--- config.mk ---
export PLATFORM = sky130hd
export DESIGN_NAME = q_episode_ctrl
export DESIGN_NICKNAME = d
export VERILOG_FILES = /design/src/rtl/q_pkg.sv /design/src/rtl/q_episode_ctrl.sv
export SDC_FILE = /design/constraint.sdc
export NUM_CORES = 1
export LEC_CHECK = 0
export CAP_MARGIN = 30
export CORE_ASPECT_RATIO = 1.2
export CORE_MARGIN = 1
export CORE_UTILIZATION = 30
export DETAILED_ROUTE_END_ITERATION = 10
export PLACE_DENSITY = 0.52
export SYNTH_ARGS = -nofsm -noshare
export SYNTH_HDL_FRONTEND = slang
export SYNTH_SLANG_ARGS = --single-unit
--- constraint.sdc ---
create_clock -name clk -period 3.4 [get_ports clk]
set_clock_uncertainty 0.05 [all_clocks]
set_input_delay 0.34 -clock clk [delete_from_list [all_inputs] [get_ports clk]]
set_output_delay 0.34 -clock clk [all_outputs]
set_load 0.03 [all_outputs]
--- src/rtl/q_pkg.sv ---
// Shared types and constants for the Q-learning episode controller.
package q_pkg;

  typedef enum logic [2:0] {
    StIdle,
    StInit,
    StReqAct,
    StStep,
    StWait,
    StUpdate,
    StEpEnd,
    StFinish
  } state_e;

  localparam int unsigned MAZE_CELLS = 36;

  localparam logic [3:0] ACT_UP    = 4'd0;
  localparam logic [3:0] ACT_RIGHT = 4'd1;
  localparam logic [3:0] ACT_DOWN  = 4'd2;
  localparam logic [3:0] ACT_LEFT  = 4'd3;

  localparam int unsigned DEFAULT_START_STATE = 1;
  localparam int unsigned DEFAULT_GOAL_STATE  = 36;

endpackage

--- src/rtl/q_episode_ctrl.sv ---
// Episode/step sequencer for a maze Q-learning datapath: requests actions,
// launches steps, tracks the current cell and counts steps and episodes.
module q_episode_ctrl
  import q_pkg::*;
#(
  parameter int unsigned NUM_EPISODES = 100,
  parameter int unsigned MAX_STEPS    = 64,
  parameter int unsigned START_STATE  = DEFAULT_START_STATE,
  parameter int unsigned GOAL_STATE   = DEFAULT_GOAL_STATE
) (
  input  logic        clk,
  input  logic        rst,
  input  logic        start,
  input  logic        abort,
  input  logic        act_valid,
  input  logic [3:0]  action,
  input  logic        step_done,
  input  logic [5:0]  next_state,
  output logic        act_req,
  output logic        step_req,
  output logic [3:0]  action_q,
  output logic [5:0]  maze_state,
  output logic        loop_start,
  output logic        trial_stop,
  output logic [15:0] episode_count,
  output logic [7:0]  step_count,
  output logic        busy,
  output logic        done,
  output logic        err
);

  localparam logic [15:0] NumEp   = 16'(NUM_EPISODES);
  localparam logic [7:0]  MaxSt   = 8'(MAX_STEPS);
  localparam logic [5:0]  StartSt = 6'(START_STATE);
  localparam logic [5:0]  GoalSt  = 6'(GOAL_STATE);
  localparam logic [5:0]  Cells   = 6'(MAZE_CELLS);

  state_e     state_q, state_d;
  logic [5:0] ns_q;
  logic [5:0] upd_state;
  logic       ns_ok, at_goal, last_step, last_ep, aborting;

  always_comb begin
    aborting  = abort && (state_q != StIdle);
    ns_ok     = (ns_q != 6'd0) && (ns_q <= Cells);
    // An out-of-range result leaves the agent where it was.
    upd_state = ns_ok ? ns_q : maze_state;
    at_goal   = (upd_state == GoalSt);
    last_step = (step_count >= MaxSt - 8'd1);
    last_ep   = (episode_count >= NumEp - 16'd1);
  end

  always_ff @(posedge clk or negedge rst) begin
    if (!rst) begin
      state_q       <= StIdle;
      maze_state    <= StartSt;
      action_q      <= 4'd0;
      episode_count <= 16'd0;
      step_count    <= 8'd0;
      err           <= 1'b0;
      ns_q          <= 6'd0;
    end else begin
      state_q <= state_d;
      if (!aborting) begin
        unique case (state_q)
          StIdle: begin
            if (start) begin
              episode_count <= 16'd0;
              err           <= 1'b0;
            end
          end
          StInit: begin
            maze_state <= StartSt;
            step_count <= 8'd0;
          end
          StReqAct: if (act_valid) action_q <= action;
          StWait:   if (step_done) ns_q <= next_state;
          StUpdate: begin
            maze_state <= upd_state;
            if (!ns_ok) err <= 1'b1;
            if (step_count != MaxSt) step_count <= step_count + 8'd1;
          end
          StEpEnd: if (episode_count != NumEp) episode_count <= episode_count + 16'd1;
          default: ;
        endcase
      end
    end
  end

  always_comb begin
    state_d = state_q;
    if (aborting) begin
      state_d = StIdle;
    end else begin
      unique case (state_q)
        StIdle:   if (start) state_d = StInit;
        StInit:   state_d = StReqAct;
        StReqAct: if (act_valid) state_d = StStep;
        StStep:   state_d = StWait;
        StWait:   if (step_done) state_d = StUpdate;
        StUpdate: state_d = (at_goal || last_step) ? StEpEnd : StReqAct;
        StEpEnd:  state_d = last_ep ? StFinish : StInit;
        StFinish: if (!start) state_d = StIdle;
        default:  state_d = StIdle;
      endcase
    end
  end

  // Handshake outputs are suppressed while an abort is being taken.
  always_comb begin
    act_req    = (state_q == StReqAct) && !abort;
    step_req   = (state_q == StStep) && !abort;
    loop_start = (state_q == StInit) && (episode_count == 16'd0) && !abort;
    trial_stop = (state_q == StEpEnd) && !abort;
    busy       = (state_q != StIdle) && (state_q != StFinish);
    done       = (state_q == StFinish);
  end

endmodule

Word-level counts from Yosys, hierarchy flattened

Cells that the tools add are included.

Register bits after elaboration: 44
Bits of input ports: 16
Output and inout bits: 41
Word-level logic and storage cells: 74

$add $sub $neg: 2
$lt $le $gt $ge: 3
Equality and inequality tests: 19
Multiplexer cells: 18
Bitwise logic cells: 1
Reduce and logical (&&, ||, !) cells: 24

Operator list:

| cell                                                                | number |
|---|---|
| 2-to-1 mux 16 bit                                                   | 2 |
| one-hot mux 16 bit (2 select lines)                                 | 1 |
| one-hot mux 3 bit (8 select lines)                                  | 1 |
| 2-to-1 mux 3 bit                                                    | 7 |
| adder 16 x 1 -> 16 bit (second input constant)                      | 1 |
| greater-or-equal comparator 16 x 7 -> 1 bit (second input constant) | 1 |
| zero test 16 bit                                                    | 1 |
| inequality test 16 x 7 -> 1 bit (second input constant)             | 1 |
| one-hot mux 8 bit (2 select lines)                                  | 1 |
| equality test 3 bit (second input constant)                         | 4 |
| inequality test 3 bit (second input constant)                       | 4 |
| one-hot mux 6 bit (2 select lines)                                  | 1 |
| AND reduction 4 bit                                                 | 3 |
| AND reduction 3 bit                                                 | 3 |
| adder 8 x 1 -> 8 bit (second input constant)                        | 1 |
| greater-or-equal comparator 8 x 6 -> 1 bit (second input constant)  | 1 |
| logical AND 1 bit                                                   | 8 |
| 2-to-1 mux 8 bit                                                    | 1 |
| inequality test 2 bit (second input constant)                       | 4 |
| inequality test 8 x 7 -> 1 bit (second input constant)              | 1 |
| equality test 3 x 2 -> 1 bit (second input constant)                | 2 |
| equality test 6 bit (second input constant)                         | 1 |
| <= comparator 6 bit (second input constant)                         | 1 |
| 2-to-1 mux 6 bit                                                    | 1 |
| 12 further kinds                                                    | 15 |

Logic depth before layout (Yosys ltp)

Depth in word-level cells: 8
Depth in mapped cells: 7
Gate-level depth less buffers: 7

Least setup slack after synthesis

Ideal clock, no wire load.

Path kind: reg2reg
Start: reg state_q[2]
End: reg action_q[0]
Library setup time: 0.125 ns
Arrival: 2.311 ns
Required time: 3.225 ns
Slack: 0.915 ns
Cell stages (with the launch flop): 5
Buffers on the path: 1
Clock period less this slack: 2.485 ns
Cells stage by stage: dfrtp_1 > buf_2 > nor4b_1 > nand2_1 > mux2_2

Cells in the longest elaborated chain, start to end: 4
Elaborated cells between the ends (all ways): 5
Classes of those cells: eq/ne (1); bitwise (1); reduce/logical (3)

Ends and longest elaborated chain:

| element                                | line                 | RTL |
|---|---|---|
| start, declared                        | q_episode_ctrl.sv:38 | `state_e state_q, state_d;` |
| start signal, assigned                 | q_episode_ctrl.sv:55 | `state_q <= StIdle;` |
| start signal, assigned                 | q_episode_ctrl.sv:63 | `state_q <= state_d;` |
| nonzero test 3 bit                     | q_episode_ctrl.sv:44 | `aborting = abort && (state_q != StIdle);` |
| logical AND 1 bit                      | q_episode_ctrl.sv:44 |  |
| inverter 1 bit (no source line)        | --                   |  |
| AND reduction 3 bit (no source line) * | --                   |  |
| end signal, assigned                   | q_episode_ctrl.sv:76 | `StReqAct: if (act_valid) action_q <= action;` |
| end, declared                          | q_episode_ctrl.sv:21 | `output logic [3:0] action_q,` |

Every way passes the cells marked *; elsewhere a longest branch is shown, timed or not.
A chain may end at the register's enable or synchronous reset.

Worst setup path in the final report

Start: reg state_q[1]
End: out loop_start

Cells in the longest elaborated chain, start to end: 3

Ends and longest elaborated chain:

| element                         | line                  | RTL |
|---|---|---|
| equality test 3 x 1 -> 1 bit    | q_episode_ctrl.sv:113 | `loop_start = (state_q == StInit) && (episode_count == 16'd0) && !abort;` |
| logical AND 1 bit (2 in series) | q_episode_ctrl.sv:113 |  |
| end, declared                   | q_episode_ctrl.sv:23  | `output logic loop_start,` |

Every way passes these cells.

==> impl_results.rst <==
.. list-table::
   :header-rows: 1

   * - Metric
     - Value
   * - Top_reg_cell synth
     - dfrtp_1
   * - Worst vdd ir
     - 0.336 mV
   * - Clock latency of the later-clocked register in the worst-skew pair
     - 300 ps
   * - Top cells by instance count after synthesis
     - 43 x dfrtp_1, 31 x nor2_1, 20 x nand2_1, 17 x o21ai_0, 12 x a21oi_1
   * - Seq/Total Area, Yosys
     - 47.1%
   * - DIE WIDTH
     - 82.6 um
   * - Pin count of the biggest net entering global routing
     - 33
   * - HP Class
     - primary input to async pin
   * - Layout cell share with drive strength beyond 1
     - 11.8%
   * - Remaining number of nets flagged by the antenna check after routing
     - 0
   * - Worst setup startpoint
     - state_q[1]$_DFFE_PN0P_
   * - CTS tree
     - built
   * - Final setup violation count
     - 0
   * - Power density over the cells
     - 560 nW/um^2
   * - Fin nets
     - 325
   * - Max-slew violations
     - 0
   * - Number of vias in the routed layout
     - 1985
   * - Antenna violations before repair
     - 0
   * - Placed wire-length estimate after detailed placement
     - 4.14 mm
   * - Ports placed on the boundary
     - 57
   * - Number of standard-cell rows in the floorplan
     - 34
   * - Post-route design area
     - 3150 um^2
   * - CTS Hold Bufs
     - 1
   * - Share of async-settable or async-resettable flops after synthesis
     - 100%
   * - Routability Congestion
     - 0.739
   * - Most frequent CP cell
     - nor2_1
   * - Leakage power of the design
     - 1.26 nW
   * - H-tree level count
     - 2
   * - Worst path max stage delay
     - 690 ps
   * - Initial DRT Pass Iterations
     - 4
   * - Most common cell in the netlist
     - dfrtp_1
   * - Drt total wl
     - 5.63 mm
   * - Count of buffers inserted at the top-level ports
     - 56
   * - Grt ovf
     - 0
   * - Number of placed instances with taps included
     - 387
   * - Setup repair bufs after CTS
     - 0
   * - Number of inserted filler cells in the final layout
     - 760
   * - Synth area leaders
     - dfrtp_1 46%, mux2_2 5.3%, nor2_1 5.0%
   * - Sink Count
     - 44
   * - Count of flip-flops with a built-in enable after synthesis
     - 0
   * - Number of synthesized register bits
     - 44
   * - Synthesis-to-layout area growth
     - 34.7%
   * - Outcome
     - finished, final reports clean
   * - Core footprint
     - 7400 um^2
   * - Buffer depth of the longest clock path
     - 2
   * - R2r endpoint
     - episode_count[10]$_DFFE_PN0P_
   * - Number of resized instances in the post-cts repair step
     - 0
   * - Headroom to the max-slew limit
     - 68.4%
   * - Post-synthesis area per instance
     - 9.63 um^2
   * - DR iter-0 viols
     - 103
   * - Effective utilization at floorplan
     - 31.6%
   * - Clock edge transition at the registers on the reported setup and hold paths
     - 90 ps
   * - Crit end category
     - output port
   * - Final hold violation count
     - 0
   * - Nature of the critical path startpoint
     - flop
   * - Crit path DAT
     - 2330 ps
   * - FF-to-FF path depth
     - 5
   * - Chain of cells forming the critical path
     - or3b_1 > nor2_1 > nand2_1 > nor2_1 > clkdlybuf4s50_1
   * - RSZ-0062 raised after global routing
     - no
   * - TritonCTS buffer count
     - 5
   * - Final Non-Filler Cells
     - 396
   * - Post-synthesis cell type with the largest combined area
     - dfrtp_1
   * - Final Critical Period
     - 2720 ps
   * - Post-route fraction of the period consumed by the critical path
     - 80.0%
   * - Critical register-to-register path startpoint
     - state_q[1]$_DFFE_PN0P_
   * - Detailed-route DRC error count
     - 0
   * - Library cells used by synthesis
     - 51
   * - Vias in the first global route
     - 1997
   * - PnR Total Power
     - 1.77 mW
   * - Root buffer cell
     - clkbuf_8
   * - Max Clock Freq
     - 367 MHz
   * - Critical Path Slowest Stage Cell
     - clkdlybuf4s50_1
   * - Final sum of negative setup slack
     - 0 ps
   * - Worst setup path class
     - flop to output port
   * - Die height
     - 98.8 um
   * - Number of instances in the synthesized netlist
     - 243
   * - Fraction of the core area covered by cells at the end of the flow
     - 42.6%
   * - GR Util All Layers
     - 15.8%
   * - Cell family contributing the most delay on the critical path
     - simple AND/OR/NAND/NOR gates
   * - Yosys synthesis warning count
     - 0
   * - Die ar.
     - 8160 um^2
   * - Bufs and invs on worst path
     - 1
   * - Post-synthesis instance area
     - 2340 um^2
   * - DR WL/cell
     - 14.2 um
   * - Worst-margin pin slew
     - 467 ps
   * - Synth top area share
     - 46.0%
   * - Req. time, crit path
     - 3010 ps
   * - DP Area
     - 3030 um^2
   * - Wire length of the first global-routing pass
     - 9.96 mm
   * - R2R setup slack
     - 1320 ps
   * - # Max-Cap Violations
     - 0
   * - Vias per inst
     - 5.01
   * - Worst-path fanout max
     - 13
   * - Antenna Diode Count
     - 0
   * - Post-Synthesis Net Count
     - 263
[per-layer routing]
| metal | wire (um) | share of wire (%) | up-vias | GRT usage, % |
|---|---|---|---|---|
| li1 | - | - | 992 | - |
| met1 | 2700 | 48 | 940 | 22.0 |
| met2 | 2630 | 47 | 48 | 24.4 |
| met3 | 239 | 4.2 | 5 | 3.61 |
| met4 | 65 | 1.2 | 0 | 4.38 |
| met5 | 0 | 0 | - | 0 |
[power breakdown]
part / internal, mW / switching, mW / total, mW
sequential: 0.610 / 0.106 / 0.716
clock: 0.218 / 0.190 / 0.408
combinational: 0.281 / 0.361 / 0.642
[worst max path at each step]
| stage | to | slack (ps) | cells past startpoint |
|---|---|---|---|
| CTS | loop_start | 670 | 5 |
| finish | loop_start | 680 | 5 |
| global route | loop_start | 480 | 5 |
| floorplan | action_q[0]$_DFFE_PN0P_ | 910 | 4 |
| global placement | loop_start | 770 | 6 |
| detailed placement | loop_start | 770 | 6 |
[area by class of cell]
type	count	area [um^2]	area share, %
clock buffer	5	68.8	2.18
clock inverter	3	42.5	1.35
inverter	11	41.3	1.31
multi-input combinational	180	1160	36.9
sequential	44	1100	35.0
tap	90	113	3.57
timing repair buffer	63	623	19.8
[cells by family after synthesis]
| kind of cell | after synthesis | share of synthesized area [%] |
|---|---|---|
| and+or+nand+nor | 103 | 23.6 |
| AOI/OAI and AO/OA | 49 | 13.7 |
| DFF | 44 | 47.1 |
| buffers and inverters | 19 | 3.26 |
| muxes | 13 | 6.15 |
| xor gates and xnor gates | 11 | 4.12 |
| adders and majority gates | 4 | 2.14 |
[per-stage QoR]
step | setup WS, ps | hold WS [ps]
floorplan | 915 | -5.59
global placement | 769 | 439
detailed placement | 769 | 207
CTS | 673 | 424
global route | 478 | 434
finish | 679 | 411
[placed cells by master, fill, tap and decap left out, types with 3 or more instances in the layout]
cell type,n
a21oi_1,12
a22oi_1,4
and2_1,3
and3_1,3
buf_4,5
clkbuf_8,5
clkdlybuf4s50_1,55
dfrtp_1,43
ha_1,4
inv_1,11
mux2_2,11
nand2_1,20
nand3_1,11
nand4_1,3
nor2_1,31
nor3_1,10
nor4_1,4
o21ai_0,17
or3_1,3
xnor2_1,8
xor2_1,3
[flip-flops by register name, summed over array words and instances (netlist names)]
signal / count
state_q: 3
ns_q: 6
action_q: 4
episode_count: 16
err: 1
step_count: 8
maze_state: 6
[worst register-to-register path, cell delays in order, from the launching register on]
cell      delay (ps)
dfrtp_1          560
nor4bb_1         460
buf_4            220
nand4_1          180
or3_1            390
a21oi_1          140
(Power assumes the default switching activity.)
